[config.mk]
export PLATFORM = sky130hd
export DESIGN_NAME = pipe_load_wb
export DESIGN_NICKNAME = d
export VERILOG_FILES = /design/src/rtl/pipe_load_wb.sv
export SDC_FILE = /design/constraint.sdc
export NUM_CORES = 2
export LEC_CHECK = 0
export BUFFER_PORTS_ARGS = -buffer_cell sky130_fd_sc_hd__buf_4
export CAP_MARGIN = 20
export CORE_UTILIZATION = 45
export DETAILED_ROUTE_END_ITERATION = 10
export GPL_TIMING_DRIVEN = 1
export PLACE_DENSITY = 0.6
export SYNTH_ARGS = -nofsm -noshare
export SYNTH_HDL_FRONTEND = slang
export SYNTH_MEMORY_MAX_BITS = 65536
export SYNTH_SLANG_ARGS = --single-unit
[constraint.sdc]
create_clock -name clk -period 3.3 [get_ports clk]
set_clock_uncertainty 0.05 [all_clocks]
set_input_delay 0.165 -clock clk [delete_from_list [all_inputs] [get_ports clk]]
set_output_delay 0.165 -clock clk [all_outputs]
set_load 0.02 [all_outputs]
[src/rtl/pipe_load_wb.sv]
// Three-stage load/transform/write-back pipeline: S1 latches the request, S2 reads
// the data memory, S3 transforms the word, writes the register bank and drives out_*.
module pipe_load_wb #(
   parameter int DATA_W = 16,
   parameter int ADDR_W = 8,
   parameter int REG_AW = 4
) (
   input  logic              clk,
   input  logic              rst,
   // Handshake: a request transfers on a rising edge where in_valid=1 and in_ready=1;
   // in_ready is simply ~stall, and a request presented while rst=1 is dropped.
   input  logic              in_valid,
   output logic              in_ready,
   input  logic [ADDR_W-1:0] in_addr,
   input  logic [REG_AW-1:0] in_rd,
   input  logic [3:0]        in_func,
   input  logic              stall,
   input  logic              mem_we,
   input  logic [ADDR_W-1:0] mem_waddr,
   input  logic [DATA_W-1:0] mem_wdata,
   input  logic [REG_AW-1:0] rb_raddr,
   output logic [DATA_W-1:0] rb_rdata,
   output logic              out_valid,
   output logic [REG_AW-1:0] out_rd,
   output logic [DATA_W-1:0] out_data,
   output logic              out_err,
   output logic              busy
);

   localparam int MEM_DEPTH = 1 << ADDR_W;
   localparam int NUM_REGS  = 1 << REG_AW;

   logic [DATA_W-1:0] mem     [MEM_DEPTH];
   logic [DATA_W-1:0] regbank [NUM_REGS];

   logic              s1_v;
   logic [ADDR_W-1:0] s1_addr;
   logic [REG_AW-1:0] s1_rd;
   logic [3:0]        s1_func;

   logic              s2_v;
   logic [DATA_W-1:0] s2_data;
   logic [REG_AW-1:0] s2_rd;
   logic [3:0]        s2_func;

   logic [DATA_W-1:0] xf_data;
   logic [DATA_W-1:0] xf_swap;
   logic              xf_err;
   logic              wb_en;

   assign in_ready = ~stall;
   assign busy     = s1_v | s2_v | out_valid;
   assign rb_rdata = regbank[rb_raddr];

   // Preload port is independent of stall and reset, so memory survives both.
   always_ff @(posedge clk) begin
      if (mem_we) begin
         mem[mem_waddr] <= mem_wdata;
      end
   end

   always_comb begin
      xf_data = '0;
      xf_err  = 1'b0;
      xf_swap = s2_data;
      xf_swap[15:0] = {s2_data[7:0], s2_data[15:8]};
      case (s2_func)
         4'd0:    xf_data = s2_data;
         4'd1:    xf_data = {DATA_W{1'b0}} - s2_data;
         4'd2:    xf_data = s2_data >> 1;
         4'd3:    xf_data = s2_data << 1;
         4'd4:    xf_data = xf_swap;
         4'd5:    xf_data = {{(DATA_W-8){1'b0}}, s2_data[7:0]};
         4'd6:    xf_data = {{(DATA_W-8){s2_data[7]}}, s2_data[7:0]};
         4'd7:    xf_data = ~s2_data;
         default: xf_err  = 1'b1;
      endcase
   end

   assign wb_en = s2_v & ~stall & ~xf_err;

   always_ff @(posedge clk) begin
      if (rst) begin
         s1_v      <= 1'b0;
         s2_v      <= 1'b0;
         out_valid <= 1'b0;
         out_err   <= 1'b0;
         out_rd    <= '0;
         out_data  <= '0;
      end else if (!stall) begin
         s1_v      <= in_valid;
         s1_addr   <= in_addr;
         s1_rd     <= in_rd;
         s1_func   <= in_func;
         // Nonblocking read: a same-edge preload to this address is seen next time.
         s2_v      <= s1_v;
         s2_data   <= mem[s1_addr];
         s2_rd     <= s1_rd;
         s2_func   <= s1_func;
         out_valid <= s2_v;
         out_rd    <= s2_rd;
         out_data  <= xf_data;
         out_err   <= s2_v & xf_err;
      end
   end

   always_ff @(posedge clk) begin
      if (rst) begin
         for (int i = 0; i < NUM_REGS; i++) begin
            regbank[i] <= '0;
         end
      end else if (wb_en) begin
         regbank[s2_rd] <= xf_data;
      end
   end

endmodule
After elaboration in Yosys (flattened, before gate mapping)

Memories as Yosys holds them, arrays and structs flattened. A register that Yosys moved wholly into a read port is not among the register bits.
Index checks and enable logic that the tools add are counted.

$add $sub $neg: 1
Equality and inequality tests: 7
Muxes and demuxes: 12
Bitwise gates (word level): 8
Reduce and logical (&&, ||, !) cells: 4

Operators with widths:

| cell                  | count |
|---|---|
| $pmux 16 s8           | 1 |
| $eq 4x3->1 const B    | 4 |
| $mux 16               | 1 |
| $not 16->16           | 1 |
| $reduce_or 16->1      | 1 |
| $sub 1x16->16 const A | 1 |
| $mux 1                | 9 |
| $eq 4x2->1 const B    | 2 |
| $reduce_or 8->1       | 1 |
| $eq 4x1->1 const B    | 1 |
| $logic_not 4->1       | 1 |
| $mux 4                | 1 |
| $and 1x1->1           | 3 |
| $not 1->1             | 2 |
| $or 1x1->1            | 2 |
| $reduce_and 2->1      | 1 |

Register bits after elaboration: 48
Memory bits (writable): 4,352
Input port bits: 49
Output and inout bits: 40
Memories: 2

Memories:

| memory  | words | width | read ports | clocked after memory_dff | write ports | RTL line | source |
|---|---|---|---|---|---|---|---|
| mem     | 256   | 16    | 1          | 1                        | 1           | 33       | `logic [DATA_W-1:0] mem [MEM_DEPTH];` |
| regbank | 16    | 16    | 1          | 0                        | 16          | 34       | `logic [DATA_W-1:0] regbank [NUM_REGS];` |

Logic depth before layout (Yosys ltp)

Depth after elaboration: 8
Mapped depth: 12
Gate-level depth less buffers: 8

Least setup slack after synthesis

OpenSTA, ideal clock, no wires.

Path type: in2reg
From: input rst
To: register s1_addr[0] (enable)
Setup time: 438 ps
Data arrival time: 2,195 ps
Required time: 2,812 ps
Setup slack: 618 ps
Stages on the path: 3
Path through: clkbuf_1 -> clkbuf_1 -> nor2_1

Cells in the longest elaborated chain, start to end: 2

RTL lines:

| what                       | RTL line | source |
|---|---|---|
| from (decl)                | 9        | `input logic rst,` |
| $not 1->1 (no line)        | -        |  |
| $reduce_and 2->1 (no line) | -        |  |
| to (signal assigned)       | 92       | `s1_addr <= in_addr;` |
| to (decl)                  | 37       | `logic [ADDR_W-1:0] s1_addr;` |

No other way between the ends.
A chain may end at the register's enable or synchronous reset.

==> impl_metrics.py <==
metrics = {
    "grt": {
        "grt.overflow.total": 0,
        "antenna_found_initial": 26,
        "grt_pass1_vias": 87800,
        "grtUsageTotal_pct": 23.8,
        "grt_pass1_wl_um": 656000,
        "grt_max_degree": 124,
    },
    "sta": {
        "hold_viol": 0,
        "finalSetupTns_ns": -0.0533,
        "setup_viol": 2,
        "worst_slew_pin_slew_ns": 1.48,
        "slew_headroom_pct": 1.66,
        "hold-worst-slack_ns": 0.113,
        "period_share_pct": 101,
        "fin_crit_ns": 3.33,
        "finalMaxSlewViolations": 0,
        "max_freq_mhz": 300,
        "setup_slack_ns": -0.0347,
        "rsz0062_at_grt": "true",
    },
    "power": {
        "p_leak_uw": 0.0654,
        "vdd_drop_max_v": 0.000632,
        "p_total_uw": 121000,
        "powerDensity_mw_per_mm2": 602,
    },
    "setup_path": {
        "reg2reg_from": "s1_addr[0]",
        "reg2reg_setup_slack_ns": -0.03,
        "worstPathCellList": "buf_6, buf_12, buf_12, mux4_1, mux2_2, a221oi_1, o31ai_1, buf_4, o32ai_4, buf_4, nor4_1",
        "critPathLaunch": "s1_addr[0]",
        "crit_type": "reg2reg",
        "startpoint_type": "flop",
        "r2r_end": "s2_data[12]",
        "cpMaxStageDelayCell": "mux4_1",
        "crit_path_max_incr_delay_ns": 0.57,
        "end_kind": "flop",
        "r2r_cells": 11,
        "arrival_ns": 4.00,
        "required_ns": 3.96,
        "cp_max_fo": 11,
    },
    "drt": {
        "drt_iter0_markers": 10900,
        "avgRoutedWirePerCell_um": 31.6,
        "dr.pass1.iters": 9,
        "vias": 89000,
        "drt-total-wl_um": 464000,
        "detail-route-antenna-nets": 0,
        "drcViolationCount": 0,
        "via_per_inst": 6.06,
    },
    "cts": {
        "htreeDepth": 5,
        "cts_buffer_depth": 4,
        "cts.sinks": 4416,
        "cts_tree": "yes",
        "clock_latency_ns": 0.99,
        "cts.clk_slew.worst_paths_ns": 0.06,
        "numCtsBuffers": 447,
        "cts_root_buf": "clkbuf_16",
    },
    "place": {
        "dp.cells": 13700,
        "port_buffers": 88,
        "post-dp-hpwl_um": 281000,
        "gp_congestion": 0.877,
    },
    "floorplan": {
        "rows": 226,
        "io_pins": 89,
        "core_area_mm2": 0.380,
        "die_y_um": 621,
        "start_util_pct": 45.3,
        "die_width_um": 621,
        "dieArea_mm2": 0.385,
    },
    "worst_hold_path": {
        "hold_start": "rst",
        "hold_end": "out_rd[3]",
        "worst_hold_path.num_cells": 3,
        "hold_class": "in2reg",
    },
    "yosys": {
        "ys_top_cells_by_area": "edfxtp_1, mux4_2, mux2i_1, o221ai_1, nor2_1",
        "syn_area_mm2": 0.172,
        "syn_nets": 8357,
        "synthCells": 8307,
        "synth_edf_count": 4392,
        "yosysSeqAreaShare_pct": 76.9,
        "yosysTopAreaCellShare_pct": 76.6,
        "synth.largest_area_cell": "edfxtp_1",
        "netlist-cell-type-count": 68,
        "synth.ff_latch_count": 4416,
        "ys_warn_count": 0,
        "synth-main-ff-cell": "edfxtp_1",
        "async_reset_ff_share_pct": 0,
        "syn_area_per_cell_um2": 20.7,
    },
    "finish": {
        "drive_gt1_share_pct": 28.8,
        "stdcell_count": 14700,
        "register_area_mm2": 0.132,
        "multiInputGateArea_mm2": 0.0377,
        "fill_cells": 29200,
        "areaGrowthSynthToFinish_pct": 17.0,
        "final_net_count": 9331,
    },
    "run": {
        "maxCapViolCount": 0,
    },
    "status": {
        "outcome": "finished, violations left",
        "violations": "negative setup slack",
    },
}
placed cells by master (no fill, tap or decap), types with 97 or more instances in the layout:
cell type     n
o22ai_1     167
o221ai_1    316
mux4_2      846
mux2i_1     646
clkbuf_16   465
buf_4       805
a21oi_1     171
nor2_1      500
buf_12      115
edfxtp_1   4392
nor2_2      111
clkinv_1     97
final cells by class:
cell class                 instances  area share [%]
timing repair buffer            1058            5.12
clock inverter                   289            1.54
antenna                            7         0.00869
sequential                      4416            65.7
inverter                           9          0.0217
multi-input combinational       3349            18.7
tap                             5016            3.11
clock buffer                     532            5.80
through the flow:
step	area (um2)	util [%]	setup slack [ns]
2_1_floorplan	172000	-	0.618
3_3_place_gp	185000	48.6	-0.919
4_1_cts	201000	52.8	-0.0594
6_report	202000	53.1	-0.0347
5_1_grt	202000	53.1	-0.0508
3_5_place_dp	185000	48.6	-0.657
cell families after synthesis:
kind of cell | synth area share, %
adder cells (fa/ha/maj) | 0.00727
AND/OR/NAND/NOR | 2.11
multiplexers | 15.3
buffers and inverters | 1.83
XOR/XNOR | 0.0305
flip-flops | 76.9
AO/OA/AOI/OAI | 3.86
synthesized netlist by cell type (39+ instances only):
master    instances
o21ai_0          89
nor3_1           41
buf_1            39
buf_6            72
nor2_1          613
buf_2            72
o221ai_1        320
edfxtp_1       4392
nand2_1          83
o22ai_1         172
a21oi_1         178
mux2i_1         646
mux4_2          846
clkbuf_1        281
mux2_2           67
buf_4            42
state kept, by name, summed over array words and instances (netlist names):
| register | flops |
|---|---|
| s2_v | 1 |
| regbank | 256 |
| s2_data | 16 |
| s2_func | 4 |
| out_rd | 4 |
| mem | 4096 |
| s1_func | 4 |
| out_err | 1 |
| out_data | 16 |
| out_valid | 1 |
| s1_v | 1 |
| s1_rd | 4 |
| s1_addr | 8 |
| s2_rd | 4 |
worst max-delay path: cells and delay by family (launching register included):
kind	cells	cell delay [ns]
buffers and inverters	5	0.92
multiplexers	2	0.90
flip-flops	1	0.42
AO/OA/AOI/OAI	3	0.72
AND/OR/NAND/NOR	1	0.04
power breakdown:
part	total [uW]	switching, uW	internal (uW)
Clock	51100	21300	29700
Sequential	62100	158	61900
Combinational	8160	4970	3190
Total	121000	26500	94800
per-layer routing:
| metal | part of all wire, % | wire [um] | GRT usage [%] | vias up |
|---|---|---|---|---|
| met5 | 0.012 | 54 | 0 | - |
| met2 | 48 | 221000 | 38.0 | 3990 |
| met3 | 7.8 | 36000 | 3.58 | 674 |
| met4 | 3.0 | 13900 | 6.60 | 8 |
| li1 | - | - | - | 36800 |
| met1 | 41 | 192000 | 34.3 | 47500 |
worst max path at each step:
stage / endpoint / slack, ns
after CTS: s2_data[10] / -0.06
after detailed placement: s2_data[4] / -0.66
after floorplan: s1_addr[0] / 0.62
after global routing: s2_data[0] / -0.05
final: s2_data[12] / -0.03
after global placement: s2_data[10] / -0.92
what timing repair did:
action	CTS	global route
hold buffers	72	0
pin swaps	3	7
cloned	3	10
endpoints found under the hold margin	3626	0
buffers inserted	7	23
setup endpoints to repair	15	16
resized for setup	75	84
(Power assumes the default switching activity.)
